## src/rtl/bin_to_bcd_display_pkg.sv

```systemverilog
`default_nettype none
// ============================================================================
// Module      : bcd_pkg
// Description : Shared types and constants for the binary-to-BCD display path.
// Revision    : 1.0 - initial release
// ============================================================================
package bcd_pkg;

    typedef logic [3:0] bcd_digit_t;

    localparam int NUM_DIGITS = 8;
    localparam int INT_DIGITS = 9;

    typedef enum logic [1:0] {
        IDLE  = 2'd0,
        SHIFT = 2'd1,
        DONE  = 2'd2
    } bcd_state_t;

    localparam logic [31:0] BCD_MAX = 32'h9999_9999;

endpackage
`default_nettype wire

```

## src/rtl/bcd_digit_adjust.sv

```systemverilog
`default_nettype none
// ============================================================================
// Module      : bcd_digit_adjust
// Description : Double-dabble digit correction: add 3 to a BCD digit >= 5.
// Revision    : 1.0 - initial release
// ============================================================================
module bcd_digit_adjust
    import bcd_pkg::*;
(
    input  bcd_digit_t i_digit,
    output bcd_digit_t o_digit
);

    // Inputs are always 0..9, so the sum never wraps past 4'hF.
    assign o_digit = (i_digit >= 4'd5) ? (i_digit + 4'd3) : i_digit;

endmodule
`default_nettype wire

```

## src/rtl/bin_to_bcd_display.sv

```systemverilog
`default_nettype none
// ============================================================================
// Module      : bin_to_bcd_display
// Description : Sequential double-dabble converter feeding the 8-digit display.
//               Define BCD_SATURATE_EN to clamp overflowing values to 99999999.
// Revision    : 1.0 - initial release
// ============================================================================
module bin_to_bcd_display
    import bcd_pkg::*;
#(
    parameter int IN_WIDTH = 27,
    parameter int DIGITS   = 8
) (
    input  logic                  clk_in,
    input  logic                  rst_in,
    input  logic [IN_WIDTH-1:0]   bin_in,
    input  logic                  valid_in,
    output logic                  ready_out,
    output logic [4*DIGITS-1:0]   bcd_out,
    output logic                  valid_out,
    output logic                  overflow_out
);

    localparam int                 C_CNT_W      = $clog2(IN_WIDTH + 1);
    localparam int                 C_BCD_W      = 4 * INT_DIGITS;
    localparam int                 C_OUT_W      = 4 * NUM_DIGITS;
    localparam logic [C_CNT_W-1:0] C_LAST_SHIFT = C_CNT_W'(IN_WIDTH - 1);

    bcd_state_t            r_state_q, w_state_d;
    logic [IN_WIDTH-1:0]   r_bin_q,   w_bin_d;
    logic [C_BCD_W-1:0]    r_bcd_q,   w_bcd_d;
    logic [C_CNT_W-1:0]    r_cnt_q,   w_cnt_d;
    logic [C_OUT_W-1:0]    r_out_q,   w_out_d;
    logic                  r_ovf_q,   w_ovf_d;
    logic                  r_valid_q, w_valid_d;
    logic                  r_ready_q, w_ready_d;
    logic [C_BCD_W-1:0]    w_adj;
    logic                  w_ovf;

    generate
        for (genvar g = 0; g < INT_DIGITS; g++) begin : g_adjust
            bcd_digit_adjust u_adjust (
                .i_digit (r_bcd_q[4*g +: 4]),
                .o_digit (w_adj[4*g +: 4])
            );
        end
    endgenerate

    assign w_ovf = |r_bcd_q[C_BCD_W-1:C_OUT_W];

    always_comb begin
        w_state_d = r_state_q;
        w_bin_d   = r_bin_q;
        w_bcd_d   = r_bcd_q;
        w_cnt_d   = r_cnt_q;
        w_out_d   = r_out_q;
        w_ovf_d   = r_ovf_q;
        w_valid_d = 1'b0;
        w_ready_d = r_ready_q;
        case (r_state_q)
            IDLE: begin
                if (valid_in) begin
                    w_bin_d   = bin_in;
                    w_bcd_d   = '0;
                    w_cnt_d   = '0;
                    w_ready_d = 1'b0;
                    w_state_d = SHIFT;
                end
            end
            SHIFT: begin
                // Adjusted digits and remaining binary shift as one wide word.
                {w_bcd_d, w_bin_d} = {w_adj, r_bin_q} << 1;
                w_cnt_d            = r_cnt_q + C_CNT_W'(1);
                if (r_cnt_q == C_LAST_SHIFT) begin
                    w_state_d = DONE;
                end
            end
            DONE: begin
                w_ovf_d   = w_ovf;
`ifdef BCD_SATURATE_EN
                w_out_d   = w_ovf ? BCD_MAX : r_bcd_q[C_OUT_W-1:0];
`else
                w_out_d   = r_bcd_q[C_OUT_W-1:0];
`endif
                w_valid_d = 1'b1;
                w_ready_d = 1'b1;
                w_state_d = IDLE;
            end
            default: begin
                w_ready_d = 1'b1;
                w_state_d = IDLE;
            end
        endcase
    end

    always_ff @(posedge clk_in) begin
        if (rst_in) begin
            r_state_q <= IDLE;
            r_bin_q   <= '0;
            r_bcd_q   <= '0;
            r_cnt_q   <= '0;
            r_out_q   <= '0;
            r_ovf_q   <= 1'b0;
            r_valid_q <= 1'b0;
            r_ready_q <= 1'b1;
        end else begin
            r_state_q <= w_state_d;
            r_bin_q   <= w_bin_d;
            r_bcd_q   <= w_bcd_d;
            r_cnt_q   <= w_cnt_d;
            r_out_q   <= w_out_d;
            r_ovf_q   <= w_ovf_d;
            r_valid_q <= w_valid_d;
            r_ready_q <= w_ready_d;
        end
    end

    assign ready_out    = r_ready_q;
    assign bcd_out      = r_out_q;
    assign valid_out    = r_valid_q;
    assign overflow_out = r_ovf_q;

endmodule
`default_nettype wire

```

## config.mk

```make
export PLATFORM = sky130hd
export DESIGN_NAME = bin_to_bcd_display
export DESIGN_NICKNAME = d
export VERILOG_FILES = /design/src/rtl/bin_to_bcd_display_pkg.sv /design/src/rtl/bcd_digit_adjust.sv /design/src/rtl/bin_to_bcd_display.sv
export SDC_FILE = /design/constraint.sdc
export NUM_CORES = 1
export LEC_CHECK = 0
export BUFFER_PORTS_ARGS = -buffer_cell sky130_fd_sc_hd__buf_2
export CAP_MARGIN = 20
export CELL_PAD_IN_SITES_DETAIL_PLACEMENT = 0
export CELL_PAD_IN_SITES_GLOBAL_PLACEMENT = 1
export CORE_ASPECT_RATIO = 0.9
export CORE_UTILIZATION = 40
export CTS_BUF_LIST = sky130_fd_sc_hd__clkbuf_2 sky130_fd_sc_hd__clkbuf_4 sky130_fd_sc_hd__clkbuf_8
export DETAILED_ROUTE_END_ITERATION = 10
export HOLD_SLACK_MARGIN = 0.1
export PLACE_DENSITY_LB_ADDON = 0.1
export SYNTH_ARGS = -nofsm -noshare
export SYNTH_HDL_FRONTEND = slang
export SYNTH_SLANG_ARGS = --single-unit
```

## constraint.sdc

```tcl
create_clock -name clk_in -period 1.75 [get_ports clk_in]
set_input_delay 0.35 -clock clk_in [delete_from_list [all_inputs] [get_ports clk_in]]
set_output_delay 0.35 -clock clk_in [all_outputs]
set_load 0.05 [all_outputs]
```

== After elaboration in Yosys (flattened, before gate mapping) ==
Cells that the tools add are included.

* Register bits after elaboration: 105
* Input bits: 30
* Output and inout port bits: 35
* Logic and storage cells: 60

* Add/subtract/negate cells: 10
* Order comparisons: 9
* Eq/ne operators: 5
* Muxes and demuxes: 21
* Bitwise logic cells: 1
* Reductions and logical operators: 6

{| class="wikitable"
|+ Operators by type and width
! operator !! count
|-
| $pmux W36 S2 || 1
|-
| $pmux W27 S2 || 1
|-
| $ge A4 B3 Y1 const B || 9
|-
| $mux W36 || 1
|-
| $add A4 B2 Y4 const B || 8
|-
| $mux W4 || 8
|-
| $mux W27 || 1
|-
| $pmux W5 S2 || 1
|-
| $reduce_and A2 Y1 || 3
|-
| $add A5 B1 Y5 const B || 1
|-
| $eq A5 B5 Y1 const B || 1
|-
| $mux W5 || 1
|-
| $mux W2 || 2
|-
| $ne A2 B2 Y1 const B || 2
|-
| $pmux W2 S2 || 1
|-
| $reduce_or A4 Y1 || 1
|-
| $add A3 B2 Y3 const B || 1
|-
| $mux W3 || 1
|-
| $eq A2 B1 Y1 const B || 1
|-
| $eq A2 B2 Y1 const B || 1
|-
| $logic_not A2 Y1 || 1
|-
| $mux W1 || 2
|-
| $pmux W1 S2 || 1
|-
| $reduce_bool A2 Y1 || 1
|-
| $not A1 Y1 || 1
|}

== Logic depth before layout (Yosys ltp) ==
* Depth after elaboration: 3
* Depth in mapped cells: 6
* Mapped depth without buffers: 6

== By module ==
From an unflattened synthesis, not the netlist that was laid out.

* Cells, all modules: 537
* Area, all modules: 4,744.6 um^2

{| class="wikitable"
|+ By module, submodules not included
! module !! times used !! cells an instance !! area an instance (um^2) !! sequential area each (um^2)
|-
| bin_to_bcd_display || 1 || 393 || 3,832.4 || 2,102.0
|-
| bcd_digit_adjust || 9 || 16 || 101.3 || 0.0
|}

== Least setup slack after synthesis ==
Ideal clock, no wire load.

* Path kind: input port to flip-flop
* Start point: in valid_in
* End point: reg r_bcd_q[10]
* Library setup time: 0.117 ns
* Data arrival time: 1.266 ns
* Data required time: 1.633 ns
* Path slack: 0.367 ns
* Stages on the path: 6
* Buffers on the path: 3
* Cell sequence: buf_2 > o21bai_2 > nor2b_1 > buf_2 > buf_2 > a22o_1

* Cells in the longest elaborated chain, start to end: 2

{| class="wikitable"
|+ RTL lines
! item !! RTL line !! source
|-
| start: declaration || bin_to_bcd_display.sv:17 || <nowiki>input logic valid_in,</nowiki>
|-
| $ne A2 B2 Y1 (no line) || - ||
|-
| $reduce_and A2 Y1 (no line) || - ||
|-
| end signal: assignment || bin_to_bcd_display.sv:109 || <nowiki>r_bcd_q <= w_bcd_d;</nowiki>
|-
| end: declaration || bin_to_bcd_display.sv:31 || <nowiki>logic [C_BCD_W-1:0] r_bcd_q, w_bcd_d;</nowiki>
|}

Every way passes these cells.
A chain may end at the register's enable or synchronous reset.

== Worst setup path after layout ==
* Start point: reg r_state_q[1]
* End point: reg r_bin_q[23]

* Cells in the longest elaborated chain, start to end: 3
* Elaborated cells on any way between the ends: 6
* Those cells by class: eq/ne: 2; mux: 1; reduce/logical: 3

{| class="wikitable"
|+ RTL lines
! item !! RTL line !! source
|-
| start: declaration || bin_to_bcd_display.sv:29 || <nowiki>bcd_state_t r_state_q, w_state_d;</nowiki>
|-
| start signal: assignment || bin_to_bcd_display.sv:107 || <nowiki>r_state_q <= w_state_d;</nowiki>
|-
| $eq A2 B1 Y1 or $logic_not A2 Y1 (tied branches) || bin_to_bcd_display.sv:60 || <nowiki>case (r_state_q)</nowiki>
|-
| $reduce_bool A2 Y1 (no line) or $ne A2 B2 Y1 (tied branches) || - ||
|-
| $reduce_and A2 Y1 (no line) || - ||
|-
| end signal: assignment || bin_to_bcd_display.sv:108 || <nowiki>r_bin_q <= w_bin_d;</nowiki>
|-
| end: declaration || bin_to_bcd_display.sv:30 || <nowiki>logic [IN_WIDTH-1:0] r_bin_q, w_bin_d;</nowiki>
|}

Parallel ways exist; a longest one is shown, timed or not.

==> results.json <==
{
  "power_mw": 4.36,
  "drt_iter0_drc": 230,
  "clkTransAtPathRegs_ns": 0.10,
  "wl_met1_um": 5270,
  "gp_congestion": 0.687,
  "grt_max_degree": 58,
  "setup_violations": 0,
  "async_flop_share_pct": 0,
  "worstMarginPinSlew_ns": 0.629,
  "path_class": "flop to flop",
  "synthTopCellsByArea": "dfxtp_1 (43%), a21oi_1 (7.9%), ha_1 (5.4%)",
  "firstDrtPassIters": 7,
  "synth_top_flop_cell": "dfxtp_1",
  "rsz0062_at_grt": "false",
  "fin_util_pct": 47.5,
  "synth_top_area_share_pct": 43.2,
  "min_period_over_period_pct": 88.4,
  "synth_top_cell_by_area": "dfxtp_1",
  "synth_most_common_cell": "dfxtp_1",
  "syn_area_um2": 4860,
  "place_hpwl_um": 7010,
  "dieArea_um2": 12600,
  "postRouteAntennaNets": 0,
  "drv_slew": 0,
  "hp-class": "input pin to flop",
  "top_layer": "met4",
  "routed_wl_um": 10900,
  "p_per_area_nw_per_um2": 790,
  "finClkSkew_ns": 0.00651,
  "root_buffer": "clkbuf_8",
  "grt_usage_pct": 17.9,
  "crit_chain": "buf_4 > and2b_2 > buf_4 > a221oi_1",
  "fp.coreArea_um2": 11600,
  "final_nets": 682,
  "drc_errors": 0,
  "synth-seq-area-share_pct": 43.2,
  "cts_buffer_depth": 2,
  "cts_tree": "done",
  "grt-ovfl-total": 0,
  "wl_met2_um": 5100,
  "vias": 4065,
  "max_stage_delay_ns": 0.38,
  "status": "finished clean",
  "hold_viol": 0,
  "clk_latency_ns": 0.37,
  "ir_drop_mv": 0.422,
  "cts.sinks": 105,
  "cp_max_fo": 20,
  "cap_violations": 0,
  "die_height_um": 107,
  "setup.worst_path.start": "r_state_q[1]",
  "cellLeakagePower_nw": 2.28,
  "slew_headroom_pct": 58.0,
  "wl_per_cell_um": 13.7,
  "finalCriticalPeriod_ns": 1.55,
  "hp-start": "bin_in[26]",
  "ys_warn_count": 0,
  "numCtsBuffers": 9,
  "crit_path_end_kind": "flop",
  "synth_seq_cells": 105,
  "ys_types": 36,
  "syn_nets": 634,
  "rr_startpoint": "r_state_q[1]",
  "yosys-top-cells-count": "dfxtp_1 (105), a21oi_1 (77), nand2_1 (68), nor2_1 (54), inv_1 (40)",
  "die_w_um": 118,
  "drive_gt1_share_pct": 17.0,
  "cp-start-kind": "flop",
  "grt_pass1_wl_um": 18100,
  "syn_to_final_growth_pct": 13.6,
  "ios": 65,
  "antenna_found_initial": 0,
  "portBuffers": 64,
  "htreeDepth": 3,
  "cp.required_ns": 2.03,
  "synth-edff-count": 0,
  "start_util_pct": 41.8,
  "path_common_cell": "buf_4",
  "max_freq_mhz": 646,
  "crit_slowest_cell": "dfxtp_2",
  "rows": 37,
  "wl_met3_um": 338,
  "synth_area_per_cell_um2": 8.34,
  "ctsHoldBuffers": 0,
  "postSynthCellCount": 583,
  "viasPerCell": 5.14,
  "arrival_ns": 1.83,
  "first_global_vias": 3805,
  "n_antenna_cell": 0
}
-- critical path: cells and delay by family (launching register included) --
family,cells,cell delay (ns)
AO/OA/AOI/OAI,1,0.31
flip-flops,1,0.38
AND/OR/NAND/NOR,1,0.31
buffers and inverters,2,0.45
-- logic make-up (layout without fill, tap and decap cells) --
kind of cell,after synthesis,after routing,synth area share [%]
compound gates,177,177,24.1
xor+xnor,17,17,3.06
fa+ha+maj,21,21,5.41
buf+inv,82,134,7.05
flops,105,105,43.2
mux,9,9,1.85
simple gates,172,172,15.3
-- sequential cells by signal, indices dropped and copies added (netlist names) --
name          count
r_bin_q          27
valid_out         1
r_bcd_q          36
ready_out         1
r_state_q         2
overflow_out      1
r_cnt_q           5
bcd_out          32
-- per-layer routing --
metal	vias to the layer above	track usage [%]
li1	2096	-
met1	1897	22.4
met2	58	30.1
met3	14	3.99
met4	0	6.59
met5	-	0
-- cells in the final DEF, fill, tap and decap left out, types with 11 or more instances in the layout --
cell type  synthesis  layout
buf_4              3      12
inv_1             40      40
nand2_1           68      68
nand3_1           11      11
buf_2             19      64
nor2_1            54      54
o22ai_1           12      12
a22o_1            26      26
a21oi_1           77      77
ha_1              21      21
nor3_1            13      13
o21ai_0           18      18
nand2b_1          11      11
dfxtp_1          105     104
-- where the power goes --
part           internal (mW)  leakage [nW]  switching [mW]
combinational          0.145          1.32           0.224
clock                  0.671        0.0995           0.834
sequential              2.45         0.854          0.0398
total                   3.27          2.28            1.10
-- final cells by class --
class | instances | area, µm²
timing repair buffer | 79 | 457
clock inverter | 5 | 57.6
multi-input combinational | 396 | 2430
fill | 1169 | 6100
tap | 156 | 195
inverter | 40 | 150
clock buffer | 10 | 131
sequential | 105 | 2100
-- through the flow --
| stage | TNS, ns | hold WS (ns) | instance area, µm² | setup WS, ns | cells |
|---|---|---|---|---|---|
| floorplan | 0 | 0.449 | 4860 | 0.367 | 583 |
| global placement | -2.01 | 0.441 | 5310 | -0.0804 | 775 |
| detailed placement | -2.87 | 0.445 | 5310 | -0.129 | 775 |
| CTS | 0 | 0.278 | 5500 | 0.0304 | 790 |
| global route | 0 | 0.280 | 5520 | 0.0587 | 791 |
| finish | 0 | 0.294 | 5520 | 0.203 | 791 |
-- timing repair --
| item | CTS | global route |
|---|---|---|
| setup buffers | 0 | 0 |
| setup endpoints to repair | 26 | 16 |
| gates resized for setup | 1 | 3 |
-- final timing paths --
check / to / cells past startpoint / slack [ns]
setup / recovery: r_bin_q[23] / 4 / 0.20
hold / removal: r_bin_q[26] / 3 / 0.29
setup reg to reg: r_bin_q[23] / 4 / 0.20
hold reg to reg: bcd_out[15] / 2 / 0.45
Power figures use the tool's default switching activity.
